## config.mk

```make
export PLATFORM = sky130hd
export DESIGN_NAME = fp16_normalizer
export DESIGN_NICKNAME = d
export VERILOG_FILES = /design/src/rtl/fp16_normalizer.sv
export SDC_FILE = /design/constraint.sdc
export NUM_CORES = 1
export LEC_CHECK = 0
export BUFFER_PORTS_ARGS = -buffer_cell sky130_fd_sc_hd__buf_2
export CAP_MARGIN = 15
export CELL_PAD_IN_SITES_DETAIL_PLACEMENT = 1
export CELL_PAD_IN_SITES_GLOBAL_PLACEMENT = 2
export CORE_MARGIN = 2
export CORE_UTILIZATION = 24
export DETAILED_ROUTE_END_ITERATION = 12
export PLACE_DENSITY = 0.59
export SYNTH_ARGS = -nofsm -noshare
export SYNTH_HDL_FRONTEND = slang
export SYNTH_SLANG_ARGS = --single-unit
```

## constraint.sdc

```tcl
create_clock -name clk -period 2.82 [get_ports clk]
set_clock_uncertainty 0.2 [all_clocks]
set_input_delay 0.564 -clock clk [delete_from_list [all_inputs] [get_ports clk]]
set_output_delay 0.564 -clock clk [all_outputs]
set_load 0.01 [all_outputs]
```

## src/rtl/fp16_normalizer.sv

```systemverilog
// Purpose : post-add normalizer for IEEE-754 binary16; turns a raw 12-bit adder mantissa into a packed result.
// Latency : out_valid rises 2 cycles after the accept edge, plus 1 cycle per left shift (12 cycles worst case).
// Backpr. : one operand in flight; in_ready is low until the result is taken with out_ready, and outputs hold until then.
//
// Ports:
//   clk, rst                      clock and synchronous active-high reset
//   in_valid/in_ready             operand handshake (in_ready high only when idle)
//   in_sign, in_exp, in_mant      sign, biased exponent (0 treated as 1), raw mantissa (bit 11 carry, bit 10 hidden)
//   out_valid/out_ready           result handshake
//   out_result                    packed {sign, exp[4:0], frac[9:0]}
//   out_shift                     number of left shifts applied (0..10)
//   out_flags                     {ovf, denorm, zero, rshift}
`timescale 1ns/1ps
module fp16_normalizer (
  input  logic        clk,
  input  logic        rst,
  input  logic        in_valid,
  output logic        in_ready,
  input  logic        in_sign,
  input  logic [4:0]  in_exp,
  input  logic [11:0] in_mant,
  output logic        out_valid,
  input  logic        out_ready,
  output logic [15:0] out_result,
  output logic [3:0]  out_shift,
  output logic [3:0]  out_flags
);

  typedef enum logic [1:0] {IDLE, CHECK, SHIFT, DONE} state_t;

  state_t      state, next_state;

  // Working operand
  logic        sign_q;
  logic [4:0]  exp_q;
  logic [11:0] mant_q;
  logic [3:0]  shift_q;
  logic        ovf_q, denorm_q, zero_q, rshift_q;

  // Derived datapath values
  logic [11:0] mant_shl;
  logic [4:0]  exp_dec;
  logic [5:0]  exp_inc;   // one extra bit so an increment past 31 is still seen as overflow
  logic [15:0] pack;

  assign mant_shl = {mant_q[10:0], 1'b0};
  assign exp_dec  = exp_q - 5'd1;
  assign exp_inc  = {1'b0, exp_q} + 6'd1;

  // Result packing; special cases take precedence over the normal layout.
  always_comb begin
    pack = {sign_q, exp_q, mant_q[9:0]};
    if (zero_q)
      pack = {sign_q, 15'b0};
    else if (ovf_q)
      pack = {sign_q, 5'h1F, 10'h000};
    else if (denorm_q)
      pack = {sign_q, 5'b0, mant_q[9:0]};
  end

  // ---------------- FSM: state register ----------------
  always_ff @(posedge clk) begin
    if (rst)
      state <= IDLE;
    else
      state <= next_state;
  end

  // ---------------- FSM: next-state logic ----------------
  always_comb begin
    next_state = state;
    case (state)
      IDLE:  if (in_valid) next_state = CHECK;
      CHECK: begin
        // Zero, carry-out, already-normal or already at the minimum exponent all finish immediately.
        if (mant_q == 12'h000 || mant_q[11] || mant_q[10] || exp_q == 5'd1)
          next_state = DONE;
        else
          next_state = SHIFT;
      end
      SHIFT: if (mant_shl[10] || exp_dec == 5'd1) next_state = DONE;
      DONE:  if (out_valid && out_ready) next_state = IDLE;
      default: next_state = IDLE;
    endcase
  end

  // ---------------- FSM: outputs ----------------
  always_comb begin
    in_ready = (state == IDLE);
  end

  // ---------------- Datapath and registered outputs ----------------
  always_ff @(posedge clk) begin
    if (rst) begin
      sign_q     <= 1'b0;
      exp_q      <= 5'd0;
      mant_q     <= 12'h000;
      shift_q    <= 4'd0;
      ovf_q      <= 1'b0;
      denorm_q   <= 1'b0;
      zero_q     <= 1'b0;
      rshift_q   <= 1'b0;
      out_valid  <= 1'b0;
      out_result <= 16'h0000;
      out_shift  <= 4'd0;
      out_flags  <= 4'd0;
    end else begin
      case (state)
        IDLE: begin
          if (in_valid) begin
            sign_q   <= in_sign;
            exp_q    <= (in_exp == 5'd0) ? 5'd1 : in_exp;
            mant_q   <= in_mant;
            shift_q  <= 4'd0;
            ovf_q    <= 1'b0;
            denorm_q <= 1'b0;
            zero_q   <= 1'b0;
            rshift_q <= 1'b0;
          end
        end
        CHECK: begin
          if (mant_q == 12'h000) begin
            zero_q <= 1'b1;
          end else if (mant_q[11]) begin
            // Carry-out: one right shift, bit 0 is dropped.
            mant_q   <= {1'b0, mant_q[11:1]};
            exp_q    <= exp_inc[4:0];
            rshift_q <= 1'b1;
            if (exp_inc >= 6'd31) ovf_q <= 1'b1;
          end else if (!mant_q[10] && exp_q == 5'd1) begin
            denorm_q <= 1'b1;
          end
        end
        SHIFT: begin
          mant_q  <= mant_shl;
          exp_q   <= exp_dec;
          shift_q <= shift_q + 4'd1;
          // Hitting the minimum exponent without a leading one leaves a denormal.
          if (!mant_shl[10] && exp_dec == 5'd1) denorm_q <= 1'b1;
        end
        DONE: begin
          // First DONE cycle latches the result; afterwards it is held until taken.
          if (!out_valid) begin
            out_valid  <= 1'b1;
            out_result <= pack;
            out_shift  <= shift_q;
            out_flags  <= {ovf_q, denorm_q, zero_q, rshift_q};
          end else if (out_ready) begin
            out_valid  <= 1'b0;
          end
        end
        default: ;
      endcase
    end
  end

endmodule

```

# ---- Yosys cells after proc, flatten, opt, wreduce, memory -nomap -nowiden
# Cells that the tools add are included.
dict set report word_totals {
  reg_bits 53
  input_bits 22
  out_inout_bits 26
  wordCells 95
}
dict set report classes {
  addsub 3
  magnitude_cmp 1
  n_eq_ne 15
  muxes 36
  bitwise_logic 1
  n_reduce_logical 25
}
# cell n
set op_table {}
lappend op_table {{15-bit 2-to-1 mux} 3}
lappend op_table {{12-bit case mux with 3 select lines} 1}
lappend op_table {{12-bit 2-to-1 mux} 2}
lappend op_table {{5-bit 2-to-1 mux} 4}
lappend op_table {{2-bit != test (second input constant)} 10}
lappend op_table {{5-bit case mux with 3 select lines} 1}
lappend op_table {{1-bit 2-to-1 mux} 14}
lappend op_table {{12-bit zero test} 1}
lappend op_table {{11-bit 2-to-1 mux} 1}
lappend op_table {{5-bit by 1-bit == test with 1-bit output (second input constant)} 2}
lappend op_table {{3-bit AND reduction} 3}
lappend op_table {{2-bit case mux with 4 select lines} 1}
lappend op_table {{4-bit case mux with 2 select lines} 1}
lappend op_table {{4-bit AND reduction} 2}
lappend op_table {{5-bit by 1-bit adder with 6-bit output (second input constant)} 1}
lappend op_table {{6-bit by 5-bit >= comparator with 1-bit output (second input constant)} 1}
lappend op_table {{2-bit 2-to-1 mux} 3}
lappend op_table {{1-bit case mux with 2 select lines} 3}
lappend op_table {{2-bit AND reduction} 3}
lappend op_table {{6-bit AND reduction} 1}
lappend op_table {{5-bit zero test} 1}
lappend op_table {{5-bit AND reduction} 1}
lappend op_table {{5-bit by 1-bit subtractor with 5-bit output (second input constant)} 1}
lappend op_table {{4-bit by 1-bit adder with 4-bit output (second input constant)} 1}
lappend op_table {{other kinds (11)} 19}

# ---- Logic depth before layout (Yosys ltp)
# Gate-level depths: netlist of the first run.
dict set report logic_depth {
  ltp_word 6
  ltp_mapped 9
  depth_no_buf 7
}

# ---- Worst setup path after synthesis of the first run
# OpenSTA, ideal clock, no wires.
dict set report synth_timing {
  path_kind {flip-flop to flip-flop}
  startpoint {reg state[0]}
  endpoint {reg mant_q[0]}
  setup_time_ns 0.132
  t_arrival_ns 1.731
  path_slack_ns 0.757
  path_stages_with_launch 8
  n_path_buf 1
  synth_period_minus_slack_ns 2.063
  cell_sequence {dfxtp_1 inv_1 ha_1 and2b_4 or3_1 buf_2 a311oi_1 nor3_1}
}
dict set report synth_between {
  elab_chain_cells 3
  elab_cells_between_ends 9
  cone_classes {5 x eq/ne; 1 x mux; 3 x reduce/logical}
}
# element line
set synth_rtl {}
lappend synth_rtl {{from (decl)} 31} ;# state_t state, next_state;
lappend synth_rtl {{from (signal assigned)} 66} ;# state <= next_state;
lappend synth_rtl {{2-bit zero test *} --}
lappend synth_rtl {{named net in_ready} 18} ;# output logic in_ready,
lappend synth_rtl {{2-bit != test (no source line) / 3-bit nonzero test (equally long branches)} --}
lappend synth_rtl {{4-bit AND reduction (no source line)} --}
lappend synth_rtl {{to (signal assigned)} 113} ;# mant_q <= in_mant;
lappend synth_rtl {{to (signal assigned)} 126} ;# mant_q <= {1'b0, mant_q[11:1]};
lappend synth_rtl {{to (signal assigned)} 135} ;# mant_q <= mant_shl;
lappend synth_rtl {{to (decl)} 36} ;# logic [11:0] mant_q;
# Mark *: on every way through the listed nets, which the timed path passes. The rest lies on a longest branch.
# A chain may end at the register's enable or synchronous reset.

# ---- Final worst setup path of the first run
dict set report layout_timing {
  startpoint {reg state[0]}
  endpoint {reg mant_q[0]}
}
dict set report layout_between {
  elab_chain_cells 3
  elab_cells_between_ends 9
  cone_classes {5 x eq/ne; 1 x mux; 3 x reduce/logical}
}
# element line
set layout_rtl {}
lappend layout_rtl {{2-bit by 1-bit == test with 1-bit output (tied with other cells)} 108} ;# case (state)
lappend layout_rtl {{2-bit != test (no source line) / 3-bit nonzero test (equally long branches)} --}
lappend layout_rtl {{4-bit AND reduction (no source line)} --}
# Several ways; a longest one is shown, not always the timed one.

==> metrics.txt, run 1 <==
CP Capture Type=flip-flop; number of synthesized flops with an enable pin=0; final net count=416; Max Fclk=0.439 GHz; first-pass GRT wire length=14.9 mm; # diodes=0; synthesized area per cell=7.91 um2; worst hold path class=reg -> reg; R2R cell count=6; Max Root-Sink Buffers=2; GR Overflow Total=0; die height=111 um; Port Buffer Count=47; top cells by count, synth=53 x dfxtp_1, 52 x nand2_1, 41 x a21oi_1; Crit Path Max Fanout=9; post-synthesis sequential area ratio=38.7%; Clock Latency Late Sink=290 ps; Worst-Margin Slew=816 ps; TritonCTS clock tree=done; reg2reg start=state[0]; post-synthesis cell count=347; dpl hpwl=6.35 mm; maximum capacitance violations=0; Slew Viols, Final=0; flop2flop setup slack=540 ps; LEAKAGE=0.00127 uW; final worst path period share=80.8%; run status=completed; largest net degree at the start of global routing=27; ys async rst share=0%; Critical Path AT=2250 ps; Mapped Area=0.00275 mm2; ys flop type=dfxtp_1; die footprint=0.0123 mm2; final RePlAce weighted congestion=0.707; Ys Warns=0; Setup TNS=0 ps; CP Launch Type=flip-flop; gr usage total=14.7%; DRC=0; Pwr Density=1120 mW/mm2; Data required, critical path=2800 ps; number of library cell types mapped by synthesis=50; area delta synth->final=19.8%; number of global-route vias before repair=2781; setup violators final=0; min cycle time layout=2280 ps; TritonRoute pass-1 iters=4; num rows=39; Ports=48; kind of critical path=reg -> reg; TritonCTS buffer count=5; Max IR drop VDD=0.370 mV; post-synth top area share=38.7%; Layout fillers=1371; most common cell in the netlist=dfxtp_1; Reg clk slew, reported paths=70 ps; Sink Count=53; layout cells sized above 1=18.8%; slew margin rel.=45.6%; iteration-0 DRC count of the detailed router=102; Layout Utilization=29.2%; Hold Fails Final Rpt=0; syn nets=380; initial antenna violation count=0; Root Buffer=clkbuf_16; CTS resizes=0; reg2reg end=mant_q[0]; vias per cell=5.01; register bit total from synthesis=53; htree depth=2; end of the worst hold path=out_shift[2]; top post-synthesis cells by area=dfxtp_1 39%, a21oi_1 7.5%, nand2_1 7.1%; Vias=2638; core box area=0.0113 mm2; Die W=111 um; Initial Utilization=24.4%; area leader, netlist=dfxtp_1; HP Start=out_shift[2]; final antenna-violating net count=0; Routed wire per std cell=16.7 um; Detailed Route WL=8.78 mm; postcts setup bufs=0; hold path cells=2; cts-stage hold buffer count=0; RSZ-0062 raised after global routing=no
==> per-layer routing <==
metal,track usage (%),vias to the layer above,wire length (um)
met3,2.24,5,269
li1,-,1309,-
met2,24.3,50,3980
met5,0,-,0
met1,20.5,1274,4480
met4,2.42,0,50
==> critical path, cell delays in order (launching register included) <==
cell and delay [ps]:
dfxtp_1 400, inv_1 100, ha_1 310, and2b_4 240, or3_1 500, a311oi_1 340
nor3_1 70
==> area by class of cell <==
class / instances / area (um2) / area share [%]
Timing Repair Buffer: 59 / 325 / 9.89
Inverter: 9 / 33.8 / 1.03
Tap cell: 143 / 179 / 5.44
Multi-Input combinational cell: 255 / 1520 / 46.1
Clock inverter: 1 / 30.0 / 0.913
Clock buffer: 7 / 143 / 4.34
Sequential cell: 53 / 1060 / 32.3
==> layout by cell type, fill, tap and decap left out, types with 3 or more instances in the layout <==
cell type,count
inv_1,9
nor4_1,3
nor2_1,33
o21ai_0,8
nand3_1,5
ha_1,11
o211ai_1,13
nor2b_1,7
clkbuf_16,5
nor3_1,10
a31oi_1,3
mux2i_1,3
a22oi_1,23
buf_2,47
buf_4,12
nand2_1,52
a21oi_1,41
nand2b_1,3
dfxtp_1,53
==> state kept, by name, summed over array words and instances (netlist names) <==
register and flops:
out_result 16, mant_q 12, exp_q 5, out_flags 4
out_shift 4, shift_q 4, state 2, denorm_q 1
out_valid 1, ovf_q 1, rshift_q 1, sign_q 1
zero_q 1
==> kinds of logic after synthesis <==
logic type	share of synthesized area, %
adders and majority gates	5.01
DFF	38.7
muxes	1.09
and+or+nand+nor	21.8
AOI/OAI and AO/OA	26.7
xor gates and xnor gates	0.638
buffers and inverters	6.06
==> worst max-delay path by stage <==
stage / start / endpoint
floorplan: state[0] / mant_q[0]
global placement: state[0] / mant_q[0]
detailed placement: state[0] / mant_q[0]
CTS: state[0] / mant_q[0]
global route: state[0] / mant_q[0]
finish: state[0] / mant_q[0]
==> where the power goes <==
part           total (uW)  internal (uW)  switching [uW]
Combinational        1770            675            1100
Sequential           1180            913             263
Clock                 725            444             280
Total                3670           2030            1640
==> through the flow <==
stage          hold WS (ps)  cells  power [uW]  instance area, um2  worst slack (ps)
6_report                255    527        3670                3290               542
5_1_grt                 272    527        4020                3290               355
4_1_cts                 258    527        3740                3290               515
3_5_place_dp            247    519        3000                3120               511
3_3_place_gp            242    519        2980                3120               568
2_1_floorplan           232    347        2420                2750               757
Note: power is estimated with default switching activity, not from simulation.
==> run 2: changes to the inputs <==
PLACE_DENSITY = 0.61   (was 0.59)
clock period = 2.08 ns   (was 2.82 ns; I/O delays follow)
==> metrics.txt, run 2 (synthesized netlist as in run 1, its figures left out) <==
iteration-0 DRC count of the detailed router=90 (was 102); min cycle time layout=2010 ps (was 2280 ps); TritonCTS buffer count=5 (unchanged); Max Root-Sink Buffers=2 (unchanged); number of global-route vias before repair=2668 (was 2781); layout cells sized above 1=26.2% (was 18.8%); placed insts=542 (was 519); Die W=111 um (unchanged); Most common cell on crit path=buf_4; kind of critical path=reg -> reg (unchanged); slew margin rel.=58.2% (was 45.6%); cts-stage hold buffer count=0 (unchanged); final net count=444 (was 416); run status=completed (unchanged); core box area=0.0113 mm2 (unchanged); final worst slack=68.5 ps (was 542 ps); Hold Fails Final Rpt=0 (unchanged); reg2reg start=exp_q[1] (was state[0]); Sink Count=53 (unchanged); GR Overflow Total=0 (unchanged); Root Buffer=clkbuf_16 (unchanged); HP Start=in_sign (was out_shift[2]); number of flip-flops in the largest register=16 (unchanged); dpl hpwl=6.68 mm (was 6.35 mm); Hold Slack=178 ps (was 255 ps); Pwr Density=1550 mW/mm2 (was 1120 mW/mm2); Critical Path AT=2000 ps (was 2250 ps); worst hold path class=in -> reg (was reg -> reg); Worst-Margin Slew=625 ps (was 816 ps); initial antenna violation count=0 (unchanged); Routed wire per std cell=16.3 um (was 16.7 um); Slew Viols, Final=0 (unchanged); TritonCTS clock tree=done (unchanged); DP Worst Slack=-8.82 ps (was 511 ps); Switching Share=44.6% (about the same); area post-placement=0.00331 mm2 (was 0.00312 mm2); Port Buffer Count=47 (unchanged); CP startpoint=exp_q[1] (was state[0]); final RePlAce weighted congestion=0.733 (was 0.707); post-route cell area=0.00356 mm2 (was 0.00329 mm2); clock power share=15.8% (was 19.7%); sequential share of power=27.6% (was 32.0%); Initial Utilization=24.4% (unchanged); final worst path period share=96.7% (was 80.8%); Vias=2725 (was 2638); Data required, critical path=2070 ps (was 2800 ps); CP Launch Type=flip-flop (unchanged); Layout Utilization=31.6% (was 29.2%); Reg clk slew, reported paths=70 ps (about the same); num rows=39 (unchanged); largest net degree at the start of global routing=30 (was 27); slowest stage delay, CP=370 ps (was 500 ps); DRC=0 (unchanged); final antenna-violating net count=0 (unchanged); internal power=3050 uW (was 2030 uW); Worst path slowest cell=or3_1 (unchanged); Max Fclk=0.497 GHz (was 0.439 GHz); logic gate share of total power=56.5% (was 48.2%); most frequent cells in the layout=52 x nand2_1, 52 x dfxtp_1, 48 x buf_2 (was 53 x dfxtp_1, 52 x nand2_1, 47 x buf_2); vias per cell=4.91 (was 5.01); Ports=48 (unchanged); final non-filler cell total=555 (was 527); htree depth=2 (unchanged); Detailed Route WL=9.07 mm (was 8.78 mm); critical-path cell list=buf_4, or3_1, a31oi_1, o41ai_2, buf_4, and3_1, o21ba_2 (was inv_1, ha_1, and2b_4, or3_1, a311oi_1, nor3_1); die footprint=0.0123 mm2 (unchanged); gr usage total=14.5% (was 14.7%); Biggest register=out_result (unchanged); area delta synth->final=29.6% (was 19.8%); die height=111 um (unchanged); sw power=2450 uW (was 1640 uW); setup violators final=0 (unchanged); CP Capture Type=flip-flop (unchanged); LEAKAGE=0.00141 uW (was 0.00127 uW); TritonRoute pass-1 iters=6 (was 4); # diodes=0 (unchanged); Max IR drop VDD=0.689 mV (was 0.370 mV); maximum capacitance violations=0 (unchanged); first-pass GRT wire length=14.5 mm (was 14.9 mm); Clock Latency Late Sink=300 ps (was 290 ps); Crit Path Max Fanout=7 (was 9); top flop regs=out_result x16, mant_q x12, exp_q x5 (unchanged)
## run 2: changes by cell type in the layout (fill, tap and decap cells not counted), sizes merged
cell,delta
buf,+28
clkinvlp,+1
bufinv,-1
inv,+2
clkbuf,-2
## run 2: repair_timing
action,in CTS,in global routing
resized for setup,3,11
endpoints found under the setup margin,3,18
pin swaps,0,3
cloned,0,1
buffers inserted,0,4
## run 2: path summary, 6_finish.rpt
check	endpoint	slack, ps	cells past startpoint
max reg2reg	denorm_q	70	7
min reg2reg	out_flags[0]	250	2
min	sign_q	180	3
max	denorm_q	70	7
## run 2: power by group through the flow
stage | logic (uW) | clock network (uW) | registers (uW)
after floorplan | 1830 | 0 | 1450
after global placement | 2850 | 0 | 1540
after detailed placement | 2890 | 0 | 1540
after CTS | 2940 | 902 | 1520
after global routing | 3450 | 941 | 1560
final | 3110 | 871 | 1520
## run 2: worst max-delay path: cells and delay by family, from the launching register on
kind | cells | cell delay [ps]
buffers and inverters | 2 | 320
flip-flops | 1 | 340
AND/OR/NAND/NOR | 2 | 530
AO/OA/AOI/OAI | 3 | 520
## run 2: layout make-up
type / instances / area, um2
multi-input combinational: 255 / 1560
fill: 1373 / 7710
clock inverter: 3 / 25.0
inverter: 9 / 33.8
sequential: 53 / 1060
tap: 143 / 179
clock buffer: 5 / 125
timing repair buffer: 87 / 569
## run 2: routing by layer
layer	GRT usage (%)	vias up	part of all wire (%)
met3	2.90	5	3.5
met1	19.5	1311	48
met2	24.2	39	47
met5	0	-	0
li1	-	1370	-
met4	2.75	0	0.56
## run 2: metrics by stage
stage	total power (uW)	TNS (ps)
floorplan	3280	0
CTS	5360	0
global route	5950	-25.6
detailed placement	4430	-8.82
global placement	4390	-39.8
finish	5500	0
==> run 3: changes to the inputs <==
CORE_UTILIZATION = 29   (was 24)
PLACE_DENSITY = 0.72   (was 0.61)
==> metrics.txt, run 3 (synthesized netlist as in run 1, its figures left out) <==
run status=completed (unchanged); gr usage total=17.2% (was 14.5%); TritonCTS clock tree=done (unchanged); CP Launch Type=flip-flop (unchanged); Biggest register=out_result (unchanged); DRC=0 (unchanged); worst hold path class=in -> reg (unchanged); WP buf/inv=2 (unchanged); worst setup path end=state[1] (was denorm_q); htree depth=2 (unchanged); CP startpoint=exp_q[1] (unchanged); Reg clk slew, reported paths=100 ps (was 70 ps); number of flip-flops in the largest register=16 (unchanged); num rows=35 (was 39); multi-input logic area=0.00156 mm2 (about the same); Port Buffer Count=47 (unchanged); placed insts=508 (was 542); GR Overflow Total=0 (unchanged); TritonCTS buffer count=5 (unchanged); Worst path slowest cell=dfxtp_2 (was or3_1); core box area=0.00920 mm2 (was 0.0113 mm2); critical-path cell list=inv_1, ha_1, nor2_1, nand4_1, a211oi_2, buf_4, mux2i_1, nor2_1 (was buf_4, or3_1, a31oi_1, o41ai_2, buf_4, and3_1, o21ba_2); die height=101 um (was 111 um); Hold Fails Final Rpt=0 (unchanged); Clock Latency Late Sink=310 ps (was 300 ps); Sink Count=53 (unchanged); final non-filler cell total=520 (was 555); Layout fillers=1124 (was 1373); Initial Utilization=29.9% (was 24.4%); Most common cell on crit path=nor2_1 (was buf_4); final RePlAce weighted congestion=0.735 (was 0.733); setup violators final=0 (unchanged); Max Fclk=0.510 GHz (was 0.497 GHz); number of global-route vias before repair=2656 (was 2668); Max IR drop VDD=0.573 mV (was 0.689 mV); Detailed Route WL=8.34 mm (was 9.07 mm); Data required, critical path=2090 ps (was 2070 ps); Worst-Margin Slew=559 ps (was 625 ps); slowest stage delay, CP=380 ps (was 370 ps); top flop regs=out_result x16, mant_q x12, exp_q x5 (unchanged); Max Root-Sink Buffers=2 (unchanged); Crit. path cell count=8 (was 7); final worst path period share=94.2% (was 96.7%); reg2reg start=exp_q[1] (unchanged); Setup TNS=0 ps (unchanged); Routed wire per std cell=16.0 um (was 16.3 um); die footprint=0.0103 mm2 (was 0.0123 mm2); vias per cell=5.09 (was 4.91); TritonRoute pass-1 iters=4 (was 6); Vias=2645 (was 2725); # diodes=0 (unchanged); Crit Path Max Fanout=6 (was 7); Storage cell area=0.00106 mm2 (about the same); layout cells sized above 1=25.2% (was 26.2%); dpl hpwl=6.09 mm (was 6.68 mm); HP Start=in_sign (unchanged); Slew Viols, Final=0 (unchanged); area delta synth->final=26.0% (was 29.6%); min cycle time layout=1960 ps (was 2010 ps); Ports=48 (unchanged); kind of critical path=reg -> reg (unchanged); Layout Utilization=37.6% (was 31.6%); Crit path max-delay family=flip-flops (was simple AND/OR/NAND/NOR gates); most frequent cells in the layout=52 x nand2_1, 51 x dfxtp_1, 48 x buf_2 (was 52 x nand2_1, 52 x dfxtp_1, 48 x buf_2); largest net degree at the start of global routing=37 (was 30); LEAKAGE=0.00138 uW (was 0.00141 uW); Root Buffer=clkbuf_8 (was clkbuf_16); maximum capacitance violations=0 (unchanged); Critical Path AT=1970 ps (was 2000 ps); leading cell type in the layout, fill and taps excluded=nand2_1; CP Capture Type=flip-flop (unchanged); initial antenna violation count=0 (unchanged); final net count=441 (was 444); iteration-0 DRC count of the detailed router=63 (was 90); R2R cell count=8 (was 7); hold path cells=3 (unchanged); first-pass GRT wire length=14.0 mm (was 14.5 mm); RSZ-0062 raised after global routing=no; flop2flop setup slack=120 ps (was 70 ps); final antenna-violating net count=0 (unchanged); reg2reg end=state[1] (was denorm_q); Pwr Density=1530 mW/mm2 (was 1550 mW/mm2); slew margin rel.=62.4% (was 58.2%); Die W=101 um (was 111 um)
[run 3: cell types whose count changed in the layout (fill, tap and decap cells not counted), moves of 2 or more]
cell and change:
clkbuf_8 +5, inv_6 -2, clkbuf_16 -5, buf_4 -3
[run 3: layout make-up]
cell class                 instances  area share (%)
timing repair buffer              84            16.1
sequential                        53            30.8
tap                              111            4.02
clock buffer                       6            2.10
multi-input combinational        255            45.0
clock inverter                     2            1.12
inverter                           9           0.977
[run 3: stage by stage]
stage | area (um2) | hold WS [ps] | total power [uW] | worst slack (ps)
2_1_floorplan | 2750 | 232 | 3280 | 17.2
3_3_place_gp | 3260 | 241 | 4330 | 65.1
3_5_place_dp | 3260 | 247 | 4370 | 49.7
4_1_cts | 3370 | 150 | 5110 | 15.6
5_1_grt | 3460 | 141 | 5740 | 7.15
6_report | 3460 | 160 | 5300 | 120
[run 3: worst min-delay path, cell delays in order]
cell and delay [ps]:
buf_2 100, nand3_1 60, a21oi_1 50
[run 3: worst min path at each step]
stage | end | slack, ps
floorplan | out_flags[2] | 230
CTS | sign_q | 150
detailed placement | out_flags[2] | 250
global route | sign_q | 140
finish | sign_q | 160
global placement | out_flags[0] | 240
[run 3: metal layers]
layer / routed length [um] / track usage (%)
met5: 0 / 0
met4: 87 / 4.37
met3: 239 / 2.76
met2: 3750 / 27.4
met1: 4260 / 24.3
[run 3: timing repair]
action,4_1_cts,5_1_grt
buffers inserted,0,3
hold buffers,0,0
gates resized for setup,0,10
setup endpoints to repair,0,29
[run 3: power breakdown]
group,internal (uW),total (uW),switching [uW]
registers,1240,1510,269
clock network,362,722,359
logic,1350,3070,1730
